--- src/rtl/axis_pkg.sv ---
// rtl/axis_pkg.sv - shared helpers for the axis width converters
package axis_pkg;

  function automatic int clog2(input int value);
    int r;
    int v;
    r = 0;
    v = value - 1;
    while (v > 0) begin
      r++;
      v = v >> 1;
    end
    return r;
  endfunction

  // Slot index width: clog2 of the slot count, never narrower than one bit.
  function automatic int slot_w(input int nb);
    return (clog2(nb) < 1) ? 1 : clog2(nb);
  endfunction

  // Count of contiguous ones in keep starting at bit 0, looking at nb bits.
  function automatic int lead_ones(input logic [31:0] keep, input int nb);
    int  cnt;
    bit  stop;
    cnt  = 0;
    stop = 1'b0;
    for (int i = 0; i < 32; i++) begin
      if (i < nb && !stop) begin
        if (keep[i]) cnt++;
        else         stop = 1'b1;
      end
    end
    return cnt;
  endfunction

endpackage

--- src/rtl/axis_serializer.sv ---
// rtl/axis_serializer.sv - wide-to-narrow AXI-Stream converter, slot 0 first
module axis_serializer
  import axis_pkg::*;
#(
  parameter int DATA_NB    = 3,
  parameter int DATA_WIDTH = 8
) (
  input  logic                          clk,
  input  logic                          rst,
  input  logic [DATA_NB*DATA_WIDTH-1:0] up_data,
  input  logic [DATA_NB-1:0]            up_keep,
  input  logic                          up_valid,
  output logic                          up_ready,
  input  logic                          up_last,
  output logic [DATA_WIDTH-1:0]         down_data,
  output logic                          down_valid,
  input  logic                          down_ready,
  output logic                          down_last
);

  localparam int SLOT_W = slot_w(DATA_NB);
  localparam int WORD_W = DATA_NB * DATA_WIDTH;

  logic [WORD_W-1:0]     word_q, word_d;
  // The count is held as its last slot index so it fits in SLOT_W bits for any DATA_NB.
  logic [SLOT_W-1:0]     last_idx_q, last_idx_d;
  logic [SLOT_W-1:0]     idx_q, idx_d;
  logic                  last_q, last_d;
  logic                  busy_q, busy_d;
  logic [DATA_WIDTH-1:0] down_data_q, down_data_d;
  logic                  down_valid_q, down_valid_d;
  logic                  down_last_q, down_last_d;

  logic                  up_fire;
  logic                  down_fire;
  logic [SLOT_W-1:0]     idx_nxt;
  logic [SLOT_W-1:0]     keep_last_idx;
  int                    keep_cnt;

  assign up_ready   = rst && (!busy_q || (down_ready && down_valid_q && idx_q == last_idx_q));
  assign up_fire    = up_valid && up_ready;
  assign down_fire  = down_valid_q && down_ready;
  assign down_data  = down_data_q;
  assign down_valid = down_valid_q;
  assign down_last  = down_last_q;

  always_comb begin
    word_d        = word_q;
    last_idx_d    = last_idx_q;
    idx_d         = idx_q;
    last_d        = last_q;
    busy_d        = busy_q;
    down_data_d   = down_data_q;
    down_valid_d  = down_valid_q;
    down_last_d   = down_last_q;
    idx_nxt       = idx_q + 1'b1;
    keep_cnt      = lead_ones(32'(up_keep), DATA_NB);
    keep_last_idx = (keep_cnt == 0) ? '0 : SLOT_W'(keep_cnt - 1);

    if (up_fire) begin
      word_d       = up_data;
      last_idx_d   = keep_last_idx;
      last_d       = up_last;
      idx_d        = '0;
      busy_d       = 1'b1;
      down_valid_d = 1'b1;
      down_data_d  = up_data[DATA_WIDTH-1:0];
      down_last_d  = up_last && (keep_last_idx == '0);
    end else if (down_fire) begin
      if (idx_q != last_idx_q) begin
        idx_d       = idx_nxt;
        down_data_d = word_q[idx_nxt*DATA_WIDTH +: DATA_WIDTH];
        down_last_d = last_q && (idx_nxt == last_idx_q);
      end else begin
        busy_d       = 1'b0;
        down_valid_d = 1'b0;
        down_last_d  = 1'b0;
      end
    end
  end

  always_ff @(posedge clk or negedge rst) begin
    if (!rst) begin
      word_q       <= '0;
      last_idx_q   <= '0;
      idx_q        <= '0;
      last_q       <= 1'b0;
      busy_q       <= 1'b0;
      down_data_q  <= '0;
      down_valid_q <= 1'b0;
      down_last_q  <= 1'b0;
    end else begin
      word_q       <= word_d;
      last_idx_q   <= last_idx_d;
      idx_q        <= idx_d;
      last_q       <= last_d;
      busy_q       <= busy_d;
      down_data_q  <= down_data_d;
      down_valid_q <= down_valid_d;
      down_last_q  <= down_last_d;
    end
  end

endmodule

--- config.mk ---
export PLATFORM = sky130hd
export DESIGN_NAME = axis_serializer
export DESIGN_NICKNAME = d
export VERILOG_FILES = /design/src/rtl/axis_pkg.sv /design/src/rtl/axis_serializer.sv
export SDC_FILE = /design/constraint.sdc
export NUM_CORES = 1
export LEC_CHECK = 0
export CAP_MARGIN = 5
export CORE_UTILIZATION = 30
export CTS_CLUSTER_DIAMETER = 200
export DETAILED_ROUTE_END_ITERATION = 12
export PLACE_DENSITY = 0.55
export SYNTH_ARGS = -nofsm -noshare
export SYNTH_HDL_FRONTEND = slang
export SYNTH_SLANG_ARGS = --single-unit
--- constraint.sdc ---
create_clock -name clk -period 2 [get_ports clk]
set_input_delay 0.3 -clock clk [delete_from_list [all_inputs] [get_ports clk]]
set_output_delay 0.3 -clock clk [all_outputs]
set_load 0.01 [all_outputs]
==> out/qor.csv, run 1 <==
metric;value;unit
DP Worst Slack;0.0576;ns
non-filler cells, final;323;
syn_area_per_cell;9.55;um2
core area;0.00592;mm2
Power Total;3.35;mW
Final WS setup;0.208;ns
# DRC;0;
leakage power;1.15;nW
1st-iter DRT viols;136;
first-pass GRT wire length;6800;um
die area;0.00643;mm2
Ant. Diodes;0;
maximum VDD drop;508;uV
nets;280;
Req. time, crit path;2.22;ns
total number of vias;1459;
Critical R2R Capture;down_data[4];
status;finished clean;
worst path arrival time;2.01;ns
Slew Viols, Final;0;
placed cell count;312;
RSZ-0062 raised after global routing;no;
Sink Count;39;
Max H-tree Level;2;
sequential element share of the synthesized area;53.2;%
Max Root-Sink Buffers;2;
Die Y-Extent;80.2;um
Post-Syn Area;0.00183;mm2
CTS Buf Count;5;
launch point of the worst reg-to-reg path;last_idx_q[1];
Tcrit/Tclk final;89.6;%
fin crit period;1.79;ns
DRT Wirelength;4030;um
Worst R2R Setup Slack;0.45;ns
Worst Clk Skew;0.00782;ns
Slew HR;73.7;%
starting density of the core;31.0;%
CTS tree;built;
vias in the first global route;1417;
maximum operating frequency;558;MHz
Worst R2R Path Depth;6;
routability cong.;0.700;
synth warn;0;
final hold violation count;0;
#FFs+latches synth;39;
Max Cap Viol;0;
port buffer count;42;
row count;28;
hpwl dp;2810;um
largest net degree at the start of global routing;33;
CP Launch Type;input port;
Syn Inst Count;192;
Power Density;1350;mW/mm2
total gr overflow;0;
CP Capture Type;flip-flop;
CP startpoint;rst;
setup TNS;0;ns
DRT Pass-1 Iters;4;
I/O Pins;43;
Setup Crit Path Kind;input port to flip-flop;
Reg clk slew, reported paths;0.08;ns
wire length per cell;12.5;um
Worst Tran Pin Value;0.394;ns
global-route usage over all layers;14.3;%
chip width;80.2;um
post-route ant nets;0;
Worst-Skew Late Latency;0.29;ns
Setup violations, final;0;
Vias per Instance;4.52;
area delta synth->final;35.8;%
Root Driver;clkbuf_8;
initial antenna violation count;0;
Hold/Removal Path Class;input port to asynchronous set/reset pin;
fraction of layout cells with a size suffix above 1;11.3;%
Yosys cell types;32;
post-synthesis net count;225;
crit-path max FO;15;
==> registers in the layout (all words and copies together), names as in the netlist <==
signal      cells
down_data       8
down_last       1
down_valid      1
idx_q           2
last_idx_q      2
last_q          1
word_q         24
==> what timing repair did <==
action / CTS / global route
resized for setup: 3 / 0
hold buffers: 1 / 0
hold endpoints to repair: 7 / 0
endpoints found under the setup margin: 1 / 0
buffers inserted: 2 / 0
==> cells in the mapped netlist <==
| master | number | area, um2 |
|---|---|---|
| mux2_1 | 2 | 22.5 |
| a21o_1 | 1 | 7.51 |
| and3_1 | 2 | 12.5 |
| a221o_1 | 2 | 20.0 |
| ha_1 | 1 | 12.5 |
| o2111ai_1 | 1 | 8.76 |
| o31ai_1 | 1 | 7.51 |
| nor2_2 | 1 | 6.26 |
| nand2_1 | 82 | 308 |
| a31oi_2 | 1 | 12.5 |
| xnor2_2 | 2 | 32.5 |
| a31oi_1 | 1 | 6.26 |
| clkinv_1 | 1 | 3.75 |
| a21oi_4 | 1 | 16.3 |
| mux2i_1 | 12 | 120 |
| xnor2_1 | 2 | 17.5 |
| nand3_1 | 2 | 10.0 |
| and3b_1 | 1 | 8.76 |
| o2bb2ai_1 | 6 | 52.6 |
| a211oi_1 | 1 | 7.51 |
| dfrtp_1 | 39 | 976 |
| o21ai_1 | 7 | 35.0 |
| and2_1 | 1 | 6.26 |
| nor3_1 | 1 | 5.00 |
| nor2b_1 | 3 | 18.8 |
| a31o_1 | 1 | 8.76 |
| buf_6 | 1 | 11.3 |
| inv_1 | 2 | 7.51 |
| nor2_1 | 3 | 11.3 |
| a22oi_1 | 2 | 15.0 |
| buf_2 | 8 | 40.0 |
| a21oi_1 | 1 | 5.00 |
==> critical path, stage by stage <==
cell and delay, ns:
dlygate4sd3_1 0.52, buf_2 0.24, and3_1 0.24, a31o_1 0.28, buf_4 0.26, nand2_1 0.10, o21ai_1 0.07
==> cell usage in the layout, fill, tap and decap left out, types with 3 or more instances in the layout <==
master and instances:
nand2_1 82, clkdlybuf4s50_1 40, dfrtp_1 37, buf_4 14, mux2i_1 12, o21ai_1 7
o2bb2ai_1 6, clkbuf_8 5, nor2b_1 3, nor2_1 3
==> through the flow <==
stage	hold slack [ns]	utilization, %	area, um2
after CTS	0.400	42.0	2490
final	0.394	42.0	2490
after global placement	0.168	40.2	2380
after detailed placement	0.171	40.2	2380
after global routing	0.405	42.0	2490
after floorplan	0.00441	-	1830
==> report_power, final <==
group	total, mW	switching [mW]	internal [mW]
logic	1.48	0.719	0.759
clock network	0.506	0.262	0.245
registers	1.37	0.211	1.15
==> area by class of cell <==
cell class,count,area [um2]
timing repair buffer,57,529
fill,608,3430
clock inverter,1,5.00
multi-input combinational,141,795
tap,75,93.8
inverter,3,11.3
clock buffer,7,76.3
sequential,39,978
==> worst max-delay path by stage <==
stage          depth (start not counted)      endpoint  slack, ns
2_1_floorplan                          6  down_data[2]       0.49
3_3_place_gp                           5      up_ready       0.08
6_report                               7  down_data[4]       0.21
3_5_place_dp                           5      up_ready       0.06
5_1_grt                                7  down_data[4]       0.03
4_1_cts                                7  down_data[4]       0.17
==> cell families after synthesis <==
kind of cell | share of synthesized area, %
simple gates | 21.1
buf+inv | 3.41
xor+xnor | 2.73
compound gates | 11.1
fa+ha+maj | 0.682
mux | 7.78
flops | 53.2
==> routing by layer <==
metal	GRT usage (%)	vias to the layer above	wire length, um
li1	-	745	-
met1	19.2	682	1980
met2	22.1	28	1850
met3	4.32	4	177
met4	3.75	0	29
met5	0	-	0
(Power assumes the default switching activity.)
==> run 2: changes to the inputs <==
Settings changed: CORE_MARGIN from default to 5, GPL_TIMING_DRIVEN from default to 0.
==> run 2 against run 1 <==
Net effect:
- die area rose by 21%
- final cell count fell by 0.31%
- clock power rose by 15%
- wire length rose by 9.6%
- register-to-register slack got worse by 0.17 ns
==> out/qor.csv, run 2 (synthesized netlist as in run 1, its figures left out) <==
metric;value;unit
placed cell count;310;
Max stage delay on crit path;0.53;ns
Max Cap Viol;0;
CP Launch Type;input port;
Setup Crit Path Kind;input port to flip-flop;
initial antenna violation count;0;
area delta synth->final;38.0;%
largest net degree at the start of global routing;23;
Root Driver;clkbuf_8;
Power Density;1360;mW/mm2
core area;0.00592;mm2
RSZ-0062 raised after global routing;no;
leakage power;1.17;nW
nets;279;
DRT Pass-1 Iters;4;
maximum VDD drop;451;uV
global-route usage over all layers;12.7;%
maximum operating frequency;524;MHz
Die Y-Extent;88.2;um
row count;28;
DRT Wirelength;4420;um
Max Root-Sink Buffers;2;
Tcrit/Tclk final;95.5;%
port buffer count;42;
die area;0.00777;mm2
sw frac;35.6;%
most frequent cells in the layout;82 x nand2_1, 40 x clkdlybuf4s50_1, 38 x dfrtp_1;
fraction of layout cells with a size suffix above 1;10.5;%
Sink Count;39;
Hold/Removal Path Class;flip-flop to flip-flop;
cell repeated most along the worst path;buf_2;
total number of vias;1456;
clock network power share;16.9;%
worst path arrival time;2.08;ns
hpwl dp;3220;um
Worst-Skew Late Latency;0.29;ns
Int Pwr;2.21;mW
routability cong.;0.686;
chip width;88.2;um
CTS tree;built;
Power Total;3.43;mW
final hold violation count;0;
Most flops, register;word_q;
sequential share of power;39.8;%
starting density of the core;31.0;%
max reg flops;24;
Slew HR;39.4;%
first-pass GRT wire length;7270;um
wire length per cell;13.7;um
Worst Tran Pin Value;0.909;ns
non-filler cells, final;322;
I/O Pins;43;
Worst Clk Skew;0.00648;ns
most common cell after layout, fill and taps aside;nand2_1;
fin crit period;1.91;ns
1st-iter DRT viols;54;
crit path max-delay cell type;dlygate4sd3_1;
Reg clk slew, reported paths;0.07;ns
setup TNS;0;ns
total gr overflow;0;
Setup violations, final;0;
vias in the first global route;1459;
Slew Viols, Final;0;
critical-path cell list;dlygate4sd3_1 -> buf_2 -> buf_16 -> and3_1 -> a31o_1 -> buf_6 -> buf_2 -> nand2_1 -> o21ai_1;
Vias per Instance;4.52;
post-route ant nets;0;
CTS Buf Count;5;
Req. time, crit path;2.17;ns
crit-path max FO;22;
Ant. Diodes;0;
CP Capture Type;flip-flop;
status;finished clean;
# DRC;0;
Max H-tree Level;2;
Combinational Power Share;43.3;%
sw power;1.22;mW
[run 2: final timing paths]
path                            from             to  slack (ns)  cells past startpoint
min in group asynchronous        rst      down_last        0.50                      3
setup reg to reg            idx_q[1]   down_data[5]        0.28                      5
hold reg to reg            word_q[3]      word_q[3]        0.48                      2
max in group asynchronous        rst  last_idx_q[0]        0.49                      3
hold / removal             word_q[3]      word_q[3]        0.48                      2
setup / recovery                 rst   down_data[3]        0.09                      9
[run 2: metal layers]
metal  GRT usage [%]  vias to the layer above  routed length, um
li1                -                      750                  -
met1            15.9                      671               1960
met2            20.4                       30               2120
met3            3.95                        5                255
met4            4.95                        0                 74
met5               0                        -                  0
[run 2: timing repair]
item	CTS	global route
pin swaps	2	0
endpoints found under the setup margin	1	20
resized for setup	4	1
hold buffers	2	0
hold endpoints to repair	20	0
buffers inserted	2	0
[run 2: cell type report]
| cell class | instances | area [um2] |
|---|---|---|
| inverters | 3 | 11.3 |
| fillers | 606 | 3390 |
| clock buffers | 8 | 100 |
| well taps | 75 | 93.8 |
| repair buffers | 47 | 479 |
| plain buffers | 9 | 51.3 |
| flip-flops and latches | 39 | 977 |
| multi-input cells | 141 | 817 |
[run 2: worst max-delay path, delay by kind of cell]
kind                   cells  cell delay [ns]
buffers and inverters      5             1.17
AOI/OAI and AO/OA          2             0.30
and+or+nand+nor            2             0.30
[run 2: stage by stage]
step	util, %	hold WS [ns]	cell area, um2	worst slack (ns)
after global routing	42.7	0.493	2530	0.0242
after floorplan	-	0.00441	1830	0.494
after detailed placement	40.0	0.302	2370	-0.0273
final	42.7	0.475	2530	0.0902
after global placement	39.6	0.455	2350	-1.38
after CTS	42.7	0.480	2530	0.0238
[run 2: power by group through the flow]
| stage | Clock (mW) | Sequential, mW | Combinational, mW |
|---|---|---|---|
| floorplan | 0 | 1.37 | 0.892 |
| global placement | 0 | 1.37 | 1.41 |
| detailed placement | 0 | 1.38 | 1.44 |
| CTS | 0.605 | 1.37 | 1.51 |
| global route | 0.647 | 1.42 | 1.67 |
| finish | 0.581 | 1.37 | 1.48 |
==> run 3: changes to the inputs <==
Settings changed: TNS_END_PERCENT from default to 50.
==> results of run 3 <==
The final DEF is identical to that of run 2; final timing and power are the same.
